===== src/rtl/axil_periph_bridge_mc.sv =====
// AXI4-Lite slave bridge onto up to 16 simple-bus peripheral slots.
// Serves one access at a time with R/W arbitration, wait states, stall timeout and error responses.
module axil_periph_bridge_mc #(
    parameter int unsigned NUM_PERIPH = 3,
    parameter int unsigned SEL_LSB    = 8,
    parameter int unsigned SEL_W      = 4,
    parameter int unsigned PADDR_W    = 8,
    parameter int unsigned TIMEOUT    = 15
) (
    input  logic                     clk,
    input  logic                     rst_n,
    input  logic [31:0]              araddr,
    input  logic                     arvalid,
    output logic                     arready,
    output logic [31:0]              rdata,
    output logic [1:0]               rresp,
    output logic                     rvalid,
    input  logic                     rready,
    input  logic [31:0]              awaddr,
    input  logic                     awvalid,
    output logic                     awready,
    input  logic [31:0]              wdata,
    input  logic [3:0]               wstrb,
    input  logic                     wvalid,
    output logic                     wready,
    output logic [1:0]               bresp,
    output logic                     bvalid,
    input  logic                     bready,
    output logic [PADDR_W-1:0]       p_addr,
    output logic [31:0]              p_wdata,
    output logic [3:0]               p_wstrb,
    output logic [NUM_PERIPH-1:0]    p_rd,
    output logic [NUM_PERIPH-1:0]    p_wr,
    input  logic [32*NUM_PERIPH-1:0] p_rdata,
    input  logic [NUM_PERIPH-1:0]    p_ready
);

    localparam int unsigned CNT_W = 8;
    localparam logic [1:0] RESP_OKAY   = 2'b00;
    localparam logic [1:0] RESP_SLVERR = 2'b10;
    localparam logic [1:0] RESP_DECERR = 2'b11;

    typedef enum logic [1:0] {IDLE, ACC, RESP} state_t;

    state_t                state, state_nx;
    logic                  rdy_en, aw_full, w_full, op_wr, last_wr;
    logic [31:0]           aw_addr, acc_addr, wdata_q;
    logic [3:0]            wstrb_q;
    logic [CNT_W-1:0]      cnt;
    logic [SEL_W-1:0]      slot;
    logic [NUM_PERIPH-1:0] sel;
    logic [31:0]           rdata_sel;
    logic                  ready_sel, slot_ok, timeout_hit;
    logic                  grant_rd, grant_wr, acc_done, cnt_inc;
    logic [1:0]            resp_code;
    logic                  aw_hs, w_hs, r_hs, b_hs;
    logic                  unused_ok;

    assign awready = rdy_en && !aw_full;
    assign wready  = rdy_en && !w_full;
    assign aw_hs   = awvalid && awready;
    assign w_hs    = wvalid && wready;
    assign r_hs    = rvalid && rready;
    assign b_hs    = bvalid && bready;

    assign slot        = acc_addr[SEL_LSB +: SEL_W];
    assign p_addr      = acc_addr[PADDR_W-1:0];
    assign p_wdata     = wdata_q;
    assign p_wstrb     = wstrb_q;
    assign ready_sel   = |(p_ready & sel);
    assign slot_ok     = |sel;
    assign timeout_hit = (TIMEOUT != 0) && (cnt == CNT_W'(TIMEOUT));
    assign unused_ok   = ^acc_addr;

    // Slot decode; only the selected slot's ready/rdata are looked at
    always_comb begin
        sel       = '0;
        rdata_sel = '0;
        for (int k = 0; k < int'(NUM_PERIPH); k++) begin
            sel[k] = (slot == SEL_W'(k));
            if (slot == SEL_W'(k)) rdata_sel = rdata_sel | p_rdata[32*k +: 32];
        end
    end

    // Awready/wready stay low until the first edge after reset release
    always_ff @(posedge clk or negedge rst_n) begin
        if (!rst_n) rdy_en <= 1'b0;
        else        rdy_en <= 1'b1;
    end

    // Independent AW and W buffers, both released by the B handshake
    always_ff @(posedge clk or negedge rst_n) begin
        if (!rst_n) begin
            aw_full <= 1'b0;
            w_full  <= 1'b0;
            aw_addr <= '0;
            wdata_q <= '0;
            wstrb_q <= '0;
        end else if (b_hs) begin
            aw_full <= 1'b0;
            w_full  <= 1'b0;
        end else begin
            if (aw_hs) begin
                aw_full <= 1'b1;
                aw_addr <= awaddr;
            end
            if (w_hs) begin
                w_full  <= 1'b1;
                wdata_q <= wdata;
                wstrb_q <= wstrb;
            end
        end
    end

    always_ff @(posedge clk or negedge rst_n) begin
        if (!rst_n) state <= IDLE;
        else        state <= state_nx;
    end

    always_comb begin
        state_nx  = state;
        arready   = 1'b0;
        grant_rd  = 1'b0;
        grant_wr  = 1'b0;
        acc_done  = 1'b0;
        cnt_inc   = 1'b0;
        resp_code = RESP_OKAY;
        p_rd      = '0;
        p_wr      = '0;
        case (state)
            IDLE: begin
                // On a tie the direction not served last wins
                if (rdy_en && arvalid && (!(aw_full && w_full) || last_wr)) grant_rd = 1'b1;
                else if (rdy_en && aw_full && w_full)                        grant_wr = 1'b1;
                arready = grant_rd;
                if (grant_rd || grant_wr) state_nx = ACC;
            end
            ACC: begin
                if (!slot_ok) begin
                    acc_done  = 1'b1;
                    resp_code = RESP_DECERR;
                end else if (timeout_hit) begin
                    acc_done  = 1'b1;
                    resp_code = RESP_SLVERR;
                end else begin
                    if (op_wr) p_wr = sel;
                    else       p_rd = sel;
                    if (ready_sel) acc_done = 1'b1;
                    else           cnt_inc  = 1'b1;
                end
                if (acc_done) state_nx = RESP;
            end
            RESP: begin
                if (r_hs || b_hs) state_nx = IDLE;
            end
            default: state_nx = IDLE;
        endcase
    end

    // Access registers, wait counter and AXI response channel
    always_ff @(posedge clk or negedge rst_n) begin
        if (!rst_n) begin
            acc_addr <= '0;
            op_wr    <= 1'b0;
            last_wr  <= 1'b0;
            cnt      <= '0;
            rvalid   <= 1'b0;
            rdata    <= '0;
            rresp    <= '0;
            bvalid   <= 1'b0;
            bresp    <= '0;
        end else begin
            if (grant_rd) begin
                acc_addr <= araddr;
                op_wr    <= 1'b0;
                cnt      <= '0;
            end else if (grant_wr) begin
                acc_addr <= aw_addr;
                op_wr    <= 1'b1;
                cnt      <= '0;
            end else if (cnt_inc) begin
                cnt <= cnt + CNT_W'(1);
            end
            if (acc_done && !op_wr) begin
                rvalid <= 1'b1;
                rresp  <= resp_code;
                rdata  <= (resp_code == RESP_OKAY) ? rdata_sel : 32'h0;
            end
            if (acc_done && op_wr) begin
                bvalid <= 1'b1;
                bresp  <= resp_code;
            end
            if (r_hs) begin
                rvalid  <= 1'b0;
                last_wr <= 1'b0;
            end
            if (b_hs) begin
                bvalid  <= 1'b0;
                last_wr <= 1'b1;
            end
        end
    end

endmodule


===== config.mk =====
export PLATFORM = sky130hd
export DESIGN_NAME = axil_periph_bridge_mc
export DESIGN_NICKNAME = d
export VERILOG_FILES = /design/src/rtl/axil_periph_bridge_mc.sv
export SDC_FILE = /design/constraint.sdc
export NUM_CORES = 1
export LEC_CHECK = 0
export ABC_AREA = 1
export CAP_MARGIN = 20
export CORE_AREA = 2 2 116 118
export DETAILED_ROUTE_END_ITERATION = 10
export DIE_AREA = 0 0 118 120
export DONT_BUFFER_PORTS = 1
export GPL_ROUTABILITY_DRIVEN = 0
export PLACE_DENSITY = 0.66
export SLEW_MARGIN = 20
export SYNTH_ARGS = -nofsm -noshare
export SYNTH_HDL_FRONTEND = slang
export SYNTH_SLANG_ARGS = --single-unit

===== constraint.sdc =====
create_clock -name clk -period 2.1 [get_ports clk]
set_input_delay 0.315 -clock clk [delete_from_list [all_inputs] [get_ports clk]]
set_output_delay 0.315 -clock clk [all_outputs]
set_load 0.02 [all_outputs]

==> flow_metrics.env <==
export IMPL_antenna_found_initial=0
export IMPL_setup_viol=0
export IMPL_fin_cells=910
export IMPL_worstSetupStartpointType="flip-flop"
export IMPL_worstMarginPinSlew_ns=0.561
export IMPL_antenna_cells=0
export IMPL_final_cell_area_sq_mm=0.00653
export IMPL_synth_cells=727
export IMPL_grt_max_degree=114
export IMPL_die_area_sq_mm=0.0142
export IMPL_pwr_share_seq_pct=43.1
export IMPL_yosys_area_share_simple_pct=35.9
export IMPL_clk_path_buf_depth=2
export IMPL_placed_area_sq_mm=0.00577
export IMPL_synth_compound_area_share_pct=6.69
export IMPL_cp_end_kind="primary output"
export IMPL_max_freq_mhz=491
export IMPL_switchingPower_uw=4770
export IMPL_drv_cap=0
export IMPL_layout_drive_gt1_share_pct=11.6
export IMPL_synth_xor_area_share_pct=0.157
export IMPL_cp_required_ns=1.78
export IMPL_htree_levels=4
export IMPL_overflow=0
export IMPL_ys_seq_area_share_pct=50.6
export IMPL_drc=0
export IMPL_hpwlAfterDp_um=10400
export IMPL_clk_pin_slew_worst_paths_ns=0.05
export IMPL_fin_hold_ws_ns=-0.394
export IMPL_synthDistinctLibCells=33
export IMPL_fin_crit_ns=2.04
export IMPL_timing_final_crit_share_pct=97.0
export IMPL_cts_root_buf="clkbuf_16"
export IMPL_power_density_mw_per_mm2=1710
export IMPL_multi_input_area_sq_mm=0.00245
export IMPL_final_common_cell="nand2_1"
export IMPL_first_pass_iters=5
export IMPL_mostFrequentLayoutCells="nand2_1 (260), nand3_1 (151), dfrtp_1 (113)"
export IMPL_arrival_ns=1.72
export IMPL_grt_pass1_wl_um=23400
export IMPL_grt_pass1_vias=4731
export IMPL_switching_share_pct=42.7
export IMPL_dieHeight_um=120
export IMPL_yosysTopAreaCell="dfrtp_1"
export IMPL_dp_slack_ns=0.0172
export IMPL_io_buffer_count=0
export IMPL_yosys_area_top_type_share_pct=50.6
export IMPL_status="complete, but fails checks"
export IMPL_drtIter0Drc=338
export IMPL_wire_per_inst_um=16.6
export IMPL_ant_nets=0
export IMPL_clkPwrFrac_pct=27.1
export IMPL_critical_path_max_fanout=4
export IMPL_dr_total_vias=4896
export IMPL_synth_edf_count=0
export IMPL_ys_warnings_count=0
export IMPL_synthArstFlopShare_pct=100
export IMPL_synth_seq_cells=113
export IMPL_p_int_uw=6390
export IMPL_clkLatencyLatePin_ns=0.40
export IMPL_cts_tree="yes"
export IMPL_synth_top_family_by_area="simple AND/OR/NAND/NOR gates"
export IMPL_slew_headroom_pct=62.5
export IMPL_rows=42
export IMPL_synthAdderAreaFrac_pct=0.224
export IMPL_start_util_pct=43.1
export IMPL_coreArea_sq_mm=0.0130
export IMPL_fin_nets=928
export IMPL_synth_area_per_cell_sq_um=7.69
export IMPL_regArea_sq_mm=0.00283
export IMPL_synth_ff_type="dfrtp_1"
export IMPL_comb_power_share_pct=29.8
export IMPL_min_path_type="input port to asynchronous set/reset pin"
export IMPL_syn2layout_area_growth_pct=16.8
export IMPL_clock_sinks=113
export IMPL_setup_ws_ns=0.0639
export IMPL_design_power_total_uw=11200
export IMPL_dp_cells=872
export IMPL_peakVddDrop_mv=0.710
export IMPL_hold_viol_final=113
export IMPL_rsz0062_at_grt="yes"
export IMPL_synth_fp_nets=934
export IMPL_die_w_um=118
export IMPL_synthMuxAreaShare_pct=0
export IMPL_critical_path_class="flip-flop to primary output"
export IMPL_vias_per_cell=5.38
export IMPL_globalRouteTotalUtil_pct=20.7
export IMPL_drv_slew=0
export IMPL_violations="negative hold slack"
export IMPL_ios=297
export IMPL_fill_cells=1238
export IMPL_fin_skew_ns=0.00942
export IMPL_yosys_top_cells_area="dfrtp_1 (51%), nand2_1 (17%), nand3_1 (14%)"
export IMPL_syn_area_sq_mm=0.00559
export IMPL_p_leak_uw=0.00313
export IMPL_finalWirelength_um=15100
export IMPL_cts_buffers=17
Yosys cell counts (2+ instances only):
cell type and n:
nor3_1 2, nand3_2 2, nand2_1 260, o21ai_0 30
clkinv_1 2, inv_1 22, dfrtp_1 113, o21bai_1 2
nor2_1 35, nand4_1 2, buf_1 9, o22ai_1 2
nand3_1 153, nor2_2 2, a21oi_1 12, clkbuf_1 23
nand2_2 2, o21ai_2 5, buf_4 9, nor2_4 3
buf_2 7, o21ai_1 17, buf_6 3
metal layers:
layer | share of wire [%] | global-route usage, % | vias up
met5 | 0 | 0 | -
met4 | 2.5 | 9.56 | 0
met3 | 7.7 | 7.46 | 30
met2 | 50 | 35.5 | 215
met1 | 40 | 23.0 | 2295
li1 | - | - | 2356
logic make-up (layout without fill, tap and decap cells):
logic type / count (synthesis) / count (layout)
DFF: 113 / 113
AOI/OAI and AO/OA: 69 / 69
buffers and inverters: 77 / 84
and+or+nand+nor: 465 / 465
xor gates and xnor gates: 1 / 1
other: 1 / 1
adders and majority gates: 1 / 1
critical path: stages (launching register included):
cell and delay, ns:
dfrtp_1 0.40, ha_2 0.23, nand3_2 0.11, nor2_4 0.19, nor2_4 0.07, nand3_1 0.10
nor2_1 0.05, buf_4 0.15
timing repair:
item / CTS / global route
gates resized for setup: 4 / 7
pin swaps: 1 / 2
endpoints found under the setup margin: 4 / 43
hold endpoints to repair: 113 / 113
setup buffers: 1 / 3
gates cloned: 0 / 2
power by group through the flow:
stage / Sequential [uW] / Combinational (uW) / Clock, uW
after detailed placement: 4840 / 3040 / 0
after CTS: 4820 / 3080 / 3080
after floorplan: 4450 / 2620 / 0
after global routing: 4910 / 3780 / 3190
after global placement: 4810 / 2910 / 0
final: 4810 / 3330 / 3020
registers in the layout (all words and copies together) (netlist names), 2 cells and up:
signal,count
p_wdata,32
rdata,32
acc_addr,12
aw_addr,12
cnt,8
p_wstrb,4
bresp,2
rresp,2
state,2
per-stage QoR:
stage | TNS, ns | utilization, %
finish | 0 | 50.3
CTS | 0 | 49.4
detailed placement | 0 | 44.4
global route | -0.0177 | 50.3
floorplan | 0 | -
global placement | 0 | 44.4
path summary, 6_finish.rpt:
check / start / end / slack [ns] / depth (start not counted)
setup / recovery: cnt[0] / p_rd[0] / 0.06 / 7
max in group asynchronous: rst_n / cnt[3] / 2.33 / 0
hold / removal: rst_n / p_wdata[6] / -0.39 / 0
min in group clk: wdata[16] / p_wdata[16] / 0.02 / 2
hold reg to reg: aw_addr[3] / aw_addr[3] / 0.47 / 2
setup reg to reg: cnt[0] / rdata[15] / 0.26 / 10
area by class of cell:
class,instances,area share (%)
clock inverter,13,2.82
tap,176,3.37
timing repair buffer,27,4.71
multi-input combinational,537,37.5
sequential,113,43.3
inverter,25,1.49
clock buffer,19,6.78
(Power assumes the default switching activity.)
